### src/rtl/cycle_sequencer_4004_if.sv
// rtl/cycle_sequencer_4004_if.sv - bus and control signal bundle for the 4004 cycle sequencer
interface cycle_sequencer_4004_if;
   logic [3:0]  data_in;
   logic        stall;
   logic        pc_load;
   logic [11:0] pc_target;
   logic        sync;
   logic [2:0]  phase;
   logic        addr_oe;
   logic [3:0]  addr_out;
   logic        opr_we;
   logic        opa_we;
   logic        w2_hi_we;
   logic        w2_lo_we;
   logic        exec_en;
   logic [3:0]  opr;
   logic [3:0]  opa;
   logic        second_word;
   logic [11:0] pc;

   // sequencer side
   modport slave (
      input  data_in, stall, pc_load, pc_target,
      output sync, phase, addr_oe, addr_out, opr_we, opa_we, w2_hi_we, w2_lo_we,
             exec_en, opr, opa, second_word, pc
   );

   // pins / control unit side
   modport master (
      output data_in, stall, pc_load, pc_target,
      input  sync, phase, addr_oe, addr_out, opr_we, opa_we, w2_hi_we, w2_lo_we,
             exec_en, opr, opa, second_word, pc
   );
endinterface

### src/rtl/cycle_sequencer_4004.sv
// rtl/cycle_sequencer_4004.sv - eight-phase 4004 instruction-cycle sequencer; optional stall via SEQ_STALL_EN
module cycle_sequencer_4004 #(
   parameter logic [11:0] PC_RESET = 12'h000
) (
   input  logic                   clk_2,
   input  logic                   reset,
   cycle_sequencer_4004_if.slave  bus
);

   typedef enum logic [2:0] {
      A1 = 3'd0, A2 = 3'd1, A3 = 3'd2, M1 = 3'd3,
      M2 = 3'd4, X1 = 3'd5, X2 = 3'd6, X3 = 3'd7
   } phase_t;

   phase_t      ph;
   logic [11:0] pc_q;
   logic [3:0]  opr_q;
   logic [3:0]  opa_q;
   logic        sw_q;        // current cycle fetches the second word
   logic        two_pend_q;  // first word of a two-word instruction seen this cycle
   logic        started_q;   // low only in the X3 that reset parks us in
   logic        adv;
   logic        is_two;

`ifdef SEQ_STALL_EN
   assign adv = ~bus.stall;
`else
   logic unused_stall;
   assign unused_stall = bus.stall;
   assign adv = 1'b1;
`endif

   // Classify OPR (captured at end of M1) with OPA bit 0 on the bus during M2
   always_comb begin
      is_two = 1'b0;
      case (opr_q)
         4'h1, 4'h4, 4'h5, 4'h7: is_two = 1'b1;
         4'h2:                   is_two = ~bus.data_in[0];
         default:                is_two = 1'b0;
      endcase
   end

   // Phase sequencing, PC update, operand capture and two-word tracking
   always_ff @(posedge clk_2 or negedge reset) begin
      if (!reset) begin
         ph         <= X3;
         pc_q       <= PC_RESET;
         opr_q      <= 4'h0;
         opa_q      <= 4'h0;
         sw_q       <= 1'b0;
         two_pend_q <= 1'b0;
         started_q  <= 1'b0;
      end else if (adv) begin
         ph <= phase_t'(ph + 3'd1);
         case (ph)
            A3: pc_q <= pc_q + 12'd1;
            M1: if (!sw_q) opr_q <= bus.data_in;
            M2: begin
               if (!sw_q) begin
                  opa_q      <= bus.data_in;
                  two_pend_q <= is_two;
               end
            end
            X3: begin
               started_q  <= 1'b1;
               if (bus.pc_load) pc_q <= bus.pc_target;
               // a second-word cycle always ends the instruction
               sw_q       <= sw_q ? 1'b0 : two_pend_q;
               two_pend_q <= 1'b0;
            end
            default: ;
         endcase
      end
   end

   // Address nibble mux for A1..A3, bus released elsewhere
   always_comb begin
      bus.addr_out = 4'h0;
      case (ph)
         A1:      bus.addr_out = pc_q[3:0];
         A2:      bus.addr_out = pc_q[7:4];
         A3:      bus.addr_out = pc_q[11:8];
         default: bus.addr_out = 4'h0;
      endcase
   end

   assign bus.sync        = (ph == X3);
   assign bus.phase       = ph;
   assign bus.addr_oe     = (ph == A1) || (ph == A2) || (ph == A3);
   assign bus.opr_we      = adv && (ph == M1) && !sw_q;
   assign bus.opa_we      = adv && (ph == M2) && !sw_q;
   assign bus.w2_hi_we    = adv && (ph == M1) &&  sw_q;
   assign bus.w2_lo_we    = adv && (ph == M2) &&  sw_q;
   assign bus.exec_en     = started_q && !two_pend_q && ((ph == X1) || (ph == X2) || (ph == X3));
   assign bus.opr         = opr_q;
   assign bus.opa         = opa_q;
   assign bus.second_word = sw_q;
   assign bus.pc          = pc_q;

endmodule

### src/flat_wrapper.sv
// flat-port wrapper written by rule: the top's interface ports become plain ports
module cycle_sequencer_4004_flat 
#(
   parameter logic [11:0] PC_RESET = 12'h000
)
  (clk_2, reset, bus_data_in, bus_stall, bus_pc_load, bus_pc_target, bus_sync, bus_phase, bus_addr_oe, bus_addr_out, bus_opr_we, bus_opa_we, bus_w2_hi_we, bus_w2_lo_we, bus_exec_en, bus_opr, bus_opa, bus_second_word, bus_pc);
  cycle_sequencer_4004_if bus_i ();
  input  logic clk_2;
  input  logic reset;
  input wire logic [$bits(bus_i.data_in)-1:0] bus_data_in;
  input wire logic [$bits(bus_i.stall)-1:0] bus_stall;
  input wire logic [$bits(bus_i.pc_load)-1:0] bus_pc_load;
  input wire logic [$bits(bus_i.pc_target)-1:0] bus_pc_target;
  output wire logic [$bits(bus_i.sync)-1:0] bus_sync;
  output wire logic [$bits(bus_i.phase)-1:0] bus_phase;
  output wire logic [$bits(bus_i.addr_oe)-1:0] bus_addr_oe;
  output wire logic [$bits(bus_i.addr_out)-1:0] bus_addr_out;
  output wire logic [$bits(bus_i.opr_we)-1:0] bus_opr_we;
  output wire logic [$bits(bus_i.opa_we)-1:0] bus_opa_we;
  output wire logic [$bits(bus_i.w2_hi_we)-1:0] bus_w2_hi_we;
  output wire logic [$bits(bus_i.w2_lo_we)-1:0] bus_w2_lo_we;
  output wire logic [$bits(bus_i.exec_en)-1:0] bus_exec_en;
  output wire logic [$bits(bus_i.opr)-1:0] bus_opr;
  output wire logic [$bits(bus_i.opa)-1:0] bus_opa;
  output wire logic [$bits(bus_i.second_word)-1:0] bus_second_word;
  output wire logic [$bits(bus_i.pc)-1:0] bus_pc;
  assign bus_i.data_in = bus_data_in;
  assign bus_i.stall = bus_stall;
  assign bus_i.pc_load = bus_pc_load;
  assign bus_i.pc_target = bus_pc_target;
  assign bus_sync = bus_i.sync;
  assign bus_phase = bus_i.phase;
  assign bus_addr_oe = bus_i.addr_oe;
  assign bus_addr_out = bus_i.addr_out;
  assign bus_opr_we = bus_i.opr_we;
  assign bus_opa_we = bus_i.opa_we;
  assign bus_w2_hi_we = bus_i.w2_hi_we;
  assign bus_w2_lo_we = bus_i.w2_lo_we;
  assign bus_exec_en = bus_i.exec_en;
  assign bus_opr = bus_i.opr;
  assign bus_opa = bus_i.opa;
  assign bus_second_word = bus_i.second_word;
  assign bus_pc = bus_i.pc;
  cycle_sequencer_4004 #(.PC_RESET(PC_RESET)) u_core (.clk_2(clk_2), .reset(reset), .bus(bus_i));
endmodule
### config.mk
export PLATFORM = sky130hd
export DESIGN_NAME = cycle_sequencer_4004_flat
export DESIGN_NICKNAME = d
export VERILOG_FILES = /design/src/rtl/cycle_sequencer_4004_if.sv /design/src/rtl/cycle_sequencer_4004.sv /design/src/flat_wrapper.sv
export SDC_FILE = /design/constraint.sdc
export NUM_CORES = 1
export LEC_CHECK = 0
export ABC_AREA = 1
export CAP_MARGIN = 20
export CORE_AREA = 8 8 82 99
export CTS_CLUSTER_SIZE = 14
export DETAILED_ROUTE_END_ITERATION = 7
export DIE_AREA = 0 0 90 107
export HOLD_SLACK_MARGIN = 0.05
export PLACE_DENSITY = 0.54
export SKIP_CTS_REPAIR_TIMING = 1
export SLEW_MARGIN = 10
export SYNTH_ARGS = -nofsm -noshare
export SYNTH_HDL_FRONTEND = slang
export SYNTH_SLANG_ARGS = --single-unit
### constraint.sdc
create_clock -name clk_2 -period 5.1 [get_ports clk_2]
set_clock_uncertainty 0.1 [all_clocks]
set_input_delay 1.02 -clock clk_2 [delete_from_list [all_inputs] [get_ports clk_2]]
set_output_delay 1.02 -clock clk_2 [all_outputs]
set_load 0.05 [all_outputs]
==> insert_results.sql <==
INSERT INTO impl_metrics (metric_group, metric, value, unit) VALUES
('setup_path', 'timing.rr.end', 'u_core.bus.pc[2]', ''),
('min_path', 'hold-path-cell-count', '1', ''),
('setup_path', 'cpMostUsedCell', 'sky130_fd_sc_hd__ha_1', ''),
('synthesis', 'post_synthesis_compound_gate_area_fraction', '0.146', ''),
('min_path', 'holdCritStartpoint', 'u_core.started_q', ''),
('synthesis', 'mappedNetlistNets', '242', ''),
('pwr', 'switching_share', '0.427', ''),
('route', 'drt.antenna.violating_nets', '0', ''),
('status', 'status', 'completed', ''),
('grt', 'antenna_found_initial', '0', ''),
('finish', 'antenna_cells', '0', ''),
('synthesis', 'mapped_area', '1590', 'um^2'),
('synthesis', 'synth_seq_cells', '26', ''),
('grt', 'globalRouteTotalUtil', '0.0945', ''),
('min_path', 'hold-path-endpoint', 'u_core.started_q', ''),
('finish', 'top_library_cells_by_usage_in_the_layout_fill_and_taps_aside', 'sky130_fd_sc_hd__nand2_1, sky130_fd_sc_hd__clkdlybuf4s50_1, sky130_fd_sc_hd__inv_1, sky130_fd_sc_hd__dfrtp_1, sky130_fd_sc_hd__o21ai_0', ''),
('die', 'design.core.area', '6610', 'um^2'),
('clock_tree', 'cts_buffers', '3', ''),
('sta', 'setup-violations-final', '0', ''),
('place', 'number_of_buffers_inserted_by_port_buffering', '53', ''),
('sta', 'report.final.slew_viol_count', '0', ''),
('place', 'finalWeightedCongestion', '0.788', ''),
('synthesis', 'netlist.area_leader.share', '0.363', ''),
('sta', 'setup_repair_after_global_routing_missed_its_margin', 'false', ''),
('finish', 'commonest_non_fill_non_tap_cell_in_the_layout', 'sky130_fd_sc_hd__nand2_1', ''),
('grt', 'grt_overflow_total', '0', ''),
('grt', 'first_global_vias', '1582', ''),
('sta', 'relSlewSlack', '0.647', ''),
('pwr', 'leakagePower', '1.08', 'nW'),
('route', 'wl_per_cell', '12.5', 'um'),
('sta', 'final.period_utilization', '0.731', ''),
('finish', 'utilization', '0.341', ''),
('route', 'avgViaCountPerCell', '4.29', ''),
('pwr', 'pwr_density_cell', '323', 'nW/um^2'),
('setup_path', 'critPathCaptureType', 'primary output', ''),
('setup_path', 'timing.critical_path.depth', '8', ''),
('die', 'pin_count', '55', ''),
('setup_path', 'reg2reg_depth', '10', ''),
('sta', 'timing.final.crit_period', '3.73', 'ns'),
('synthesis', 'adder_cell_area_share_of_the_yosys_netlist', '0.0552', ''),
('setup_path', 'critical_path_required', '3.98', 'ns'),
('setup_path', 'slowest_stage', 'sky130_fd_sc_hd__clkdlybuf4s50_1', ''),
('die', 'initial_utilization', '0.240', ''),
('die', 'die_w', '90', 'um'),
('clock_tree', 'clock_tree_buffer_depth', '2', ''),
('pwr', 'power_report.internal_total', '0.417', 'mW'),
('setup_path', 'rrSetupSlack', '2.85', 'ns'),
('min_path', 'hold_path.class', 'reg2reg', ''),
('setup_path', 'crit_path_cell_trace', 'ha_1 -> ha_1 -> buf_4 -> inv_2 -> nand2_1 -> nand3_1 -> inv_1 -> clkdlybuf4s50_1', ''),
('finish', 'fin_nets', '296', ''),
('sta', 'finalSetupTns', '0', 'ns'),
('pwr', 'seqPwrFrac', '0.380', ''),
('synthesis', 'syn_avg_cell_area', '7.38', 'um^2'),
('sta', 'worst_pin_slew', '0.528', 'ns'),
('synthesis', 'post_synth_xor_area_fraction', '0.00552', ''),
('setup_path', 'path_delay_family', 'buffers and inverters', ''),
('die', 'num_rows', '33', ''),
('synthesis', 'yosys-top-cells-area', 'sky130_fd_sc_hd__dfrtp_1, sky130_fd_sc_hd__nand2_1, sky130_fd_sc_hd__o21ai_0', ''),
('finish', 'n_fill_cell', '722', ''),
('synthesis', 'combinational_family_with_the_most_area_after_synthesis', 'simple AND/OR/NAND/NOR gates', ''),
('clock_tree', 'clock_tree.root_cell', 'sky130_fd_sc_hd__clkbuf_8', ''),
('flow_run', 'drv.max_cap_violation_count', '0', ''),
('clock_tree', 'cts_max_level', '1', ''),
('route', 'drtPass1Iterations', '4', ''),
('pwr', 'power_switching', '0.311', 'mW'),
('setup_path', 'crit_path_max_fanout', '20', ''),
('pwr', 'power.clock.fraction', '0.191', ''),
('synthesis', 'synth_simple_gate_area_frac', '0.275', ''),
('synthesis', 'synthCells', '215', ''),
('sta', 'peak_clock_frequency_supported_by_timing', '268', 'MHz'),
('place', 'detailedPlacementHpwl', '3420', 'um');
-- cell families after synthesis --
family,count (synthesis)
adders and majority gates,7
buffers and inverters,39
and+or+nand+nor,101
AOI/OAI and AO/OA,41
xor gates and xnor gates,1
DFF,26
-- per-layer routing --
| metal | global-route usage | part of all wire |
|---|---|---|
| met1 | 0.110 | 0.45 |
| met2 | 0.158 | 0.46 |
| met3 | 0.0370 | 0.081 |
| met4 | 0.0262 | 0.0086 |
| met5 | 0 | 0 |
-- power by group through the flow --
stage | sequential [mW] | clock [mW] | combinational, mW
3_5_place_dp | 0.281 | 0 | 0.316
4_1_cts | 0.277 | 0.145 | 0.316
5_1_grt | 0.284 | 0.152 | 0.333
3_3_place_gp | 0.280 | 0 | 0.314
2_1_floorplan | 0.402 | 0 | 0.0745
6_report | 0.276 | 0.139 | 0.312
-- metrics by stage --
stage / cells / instance area (um^2) / total power [mW] / setup slack [ns] / hold WS, ns
after floorplan: 215 / 1590 / 0.476 / 1.68 / 0.338
after global placement: 351 / 2200 / 0.594 / 1.65 / 0.359
after detailed placement: 351 / 2200 / 0.597 / 1.65 / 0.354
after CTS: 355 / 2250 / 0.739 / 1.33 / 0.389
after global routing: 355 / 2250 / 0.769 / 1.15 / 0.408
final: 355 / 2250 / 0.727 / 1.37 / 0.389
-- worst register-to-register path, cell delays in order (launching register included) --
cell and delay, ns:
sky130_fd_sc_hd__dfstp_2 0.58, sky130_fd_sc_hd__ha_1 0.18, sky130_fd_sc_hd__ha_1 0.14, sky130_fd_sc_hd__buf_4 0.20, sky130_fd_sc_hd__inv_2 0.18, sky130_fd_sc_hd__nand3_1 0.13
sky130_fd_sc_hd__nand2_2 0.16, sky130_fd_sc_hd__inv_2 0.23, sky130_fd_sc_hd__nor2_1 0.08, sky130_fd_sc_hd__a22oi_2 0.14, sky130_fd_sc_hd__inv_2 0.04
-- worst max path at each step --
stage / to / slack, ns / start
2_1_floorplan: bus_exec_en / 1.68 / u_core.bus.phase[1]
3_3_place_gp: bus_exec_en / 1.65 / u_core.bus.phase[1]
3_5_place_dp: bus_exec_en / 1.65 / u_core.bus.phase[0]
4_1_cts: bus_exec_en / 1.33 / u_core.bus.phase[0]
5_1_grt: bus_exec_en / 1.15 / u_core.bus.phase[0]
6_report: bus_exec_en / 1.37 / u_core.bus.phase[0]
-- cell type report --
class	instances	area (um^2)	share of cell area
timing repair buffer	55	546	0.242
tap	87	109	0.0483
clock buffer	4	55.1	0.0244
sequential	26	654	0.291
inverter	33	124	0.0550
multi-input combinational	150	764	0.339
-- cells in the mapped netlist --
| cell | n |
|---|---|
| sky130_fd_sc_hd__o221ai_1 | 4 |
| sky130_fd_sc_hd__buf_6 | 1 |
| sky130_fd_sc_hd__a31oi_1 | 1 |
| sky130_fd_sc_hd__o21ai_1 | 5 |
| sky130_fd_sc_hd__or2_2 | 1 |
| sky130_fd_sc_hd__buf_2 | 2 |
| sky130_fd_sc_hd__nand3_2 | 1 |
| sky130_fd_sc_hd__nor2_4 | 2 |
| sky130_fd_sc_hd__nand2_1 | 54 |
| sky130_fd_sc_hd__ha_1 | 7 |
| sky130_fd_sc_hd__nand3_1 | 18 |
| sky130_fd_sc_hd__xor2_1 | 1 |
| sky130_fd_sc_hd__a22oi_2 | 1 |
| sky130_fd_sc_hd__nor2_1 | 20 |
| sky130_fd_sc_hd__dfstp_2 | 3 |
| sky130_fd_sc_hd__nand4_1 | 1 |
| sky130_fd_sc_hd__nor3_1 | 1 |
| sky130_fd_sc_hd__nand2_2 | 1 |
| sky130_fd_sc_hd__dfrtp_1 | 23 |
| sky130_fd_sc_hd__o22ai_1 | 2 |
| sky130_fd_sc_hd__inv_1 | 29 |
| sky130_fd_sc_hd__a21oi_1 | 6 |
| sky130_fd_sc_hd__inv_2 | 4 |
| sky130_fd_sc_hd__nor2_2 | 2 |
| sky130_fd_sc_hd__buf_4 | 3 |
| sky130_fd_sc_hd__o21ai_0 | 22 |
-- flip-flops by register name, summed over array words and instances (netlist names) --
name,count
u_core.bus.phase,3
u_core.bus.opa,4
u_core.started_q,1
u_core.two_pend_q,1
u_core.bus.opr,4
u_core.bus.pc,12
u_core.bus.second_word,1
Note: power is estimated with default switching activity, not from simulation.
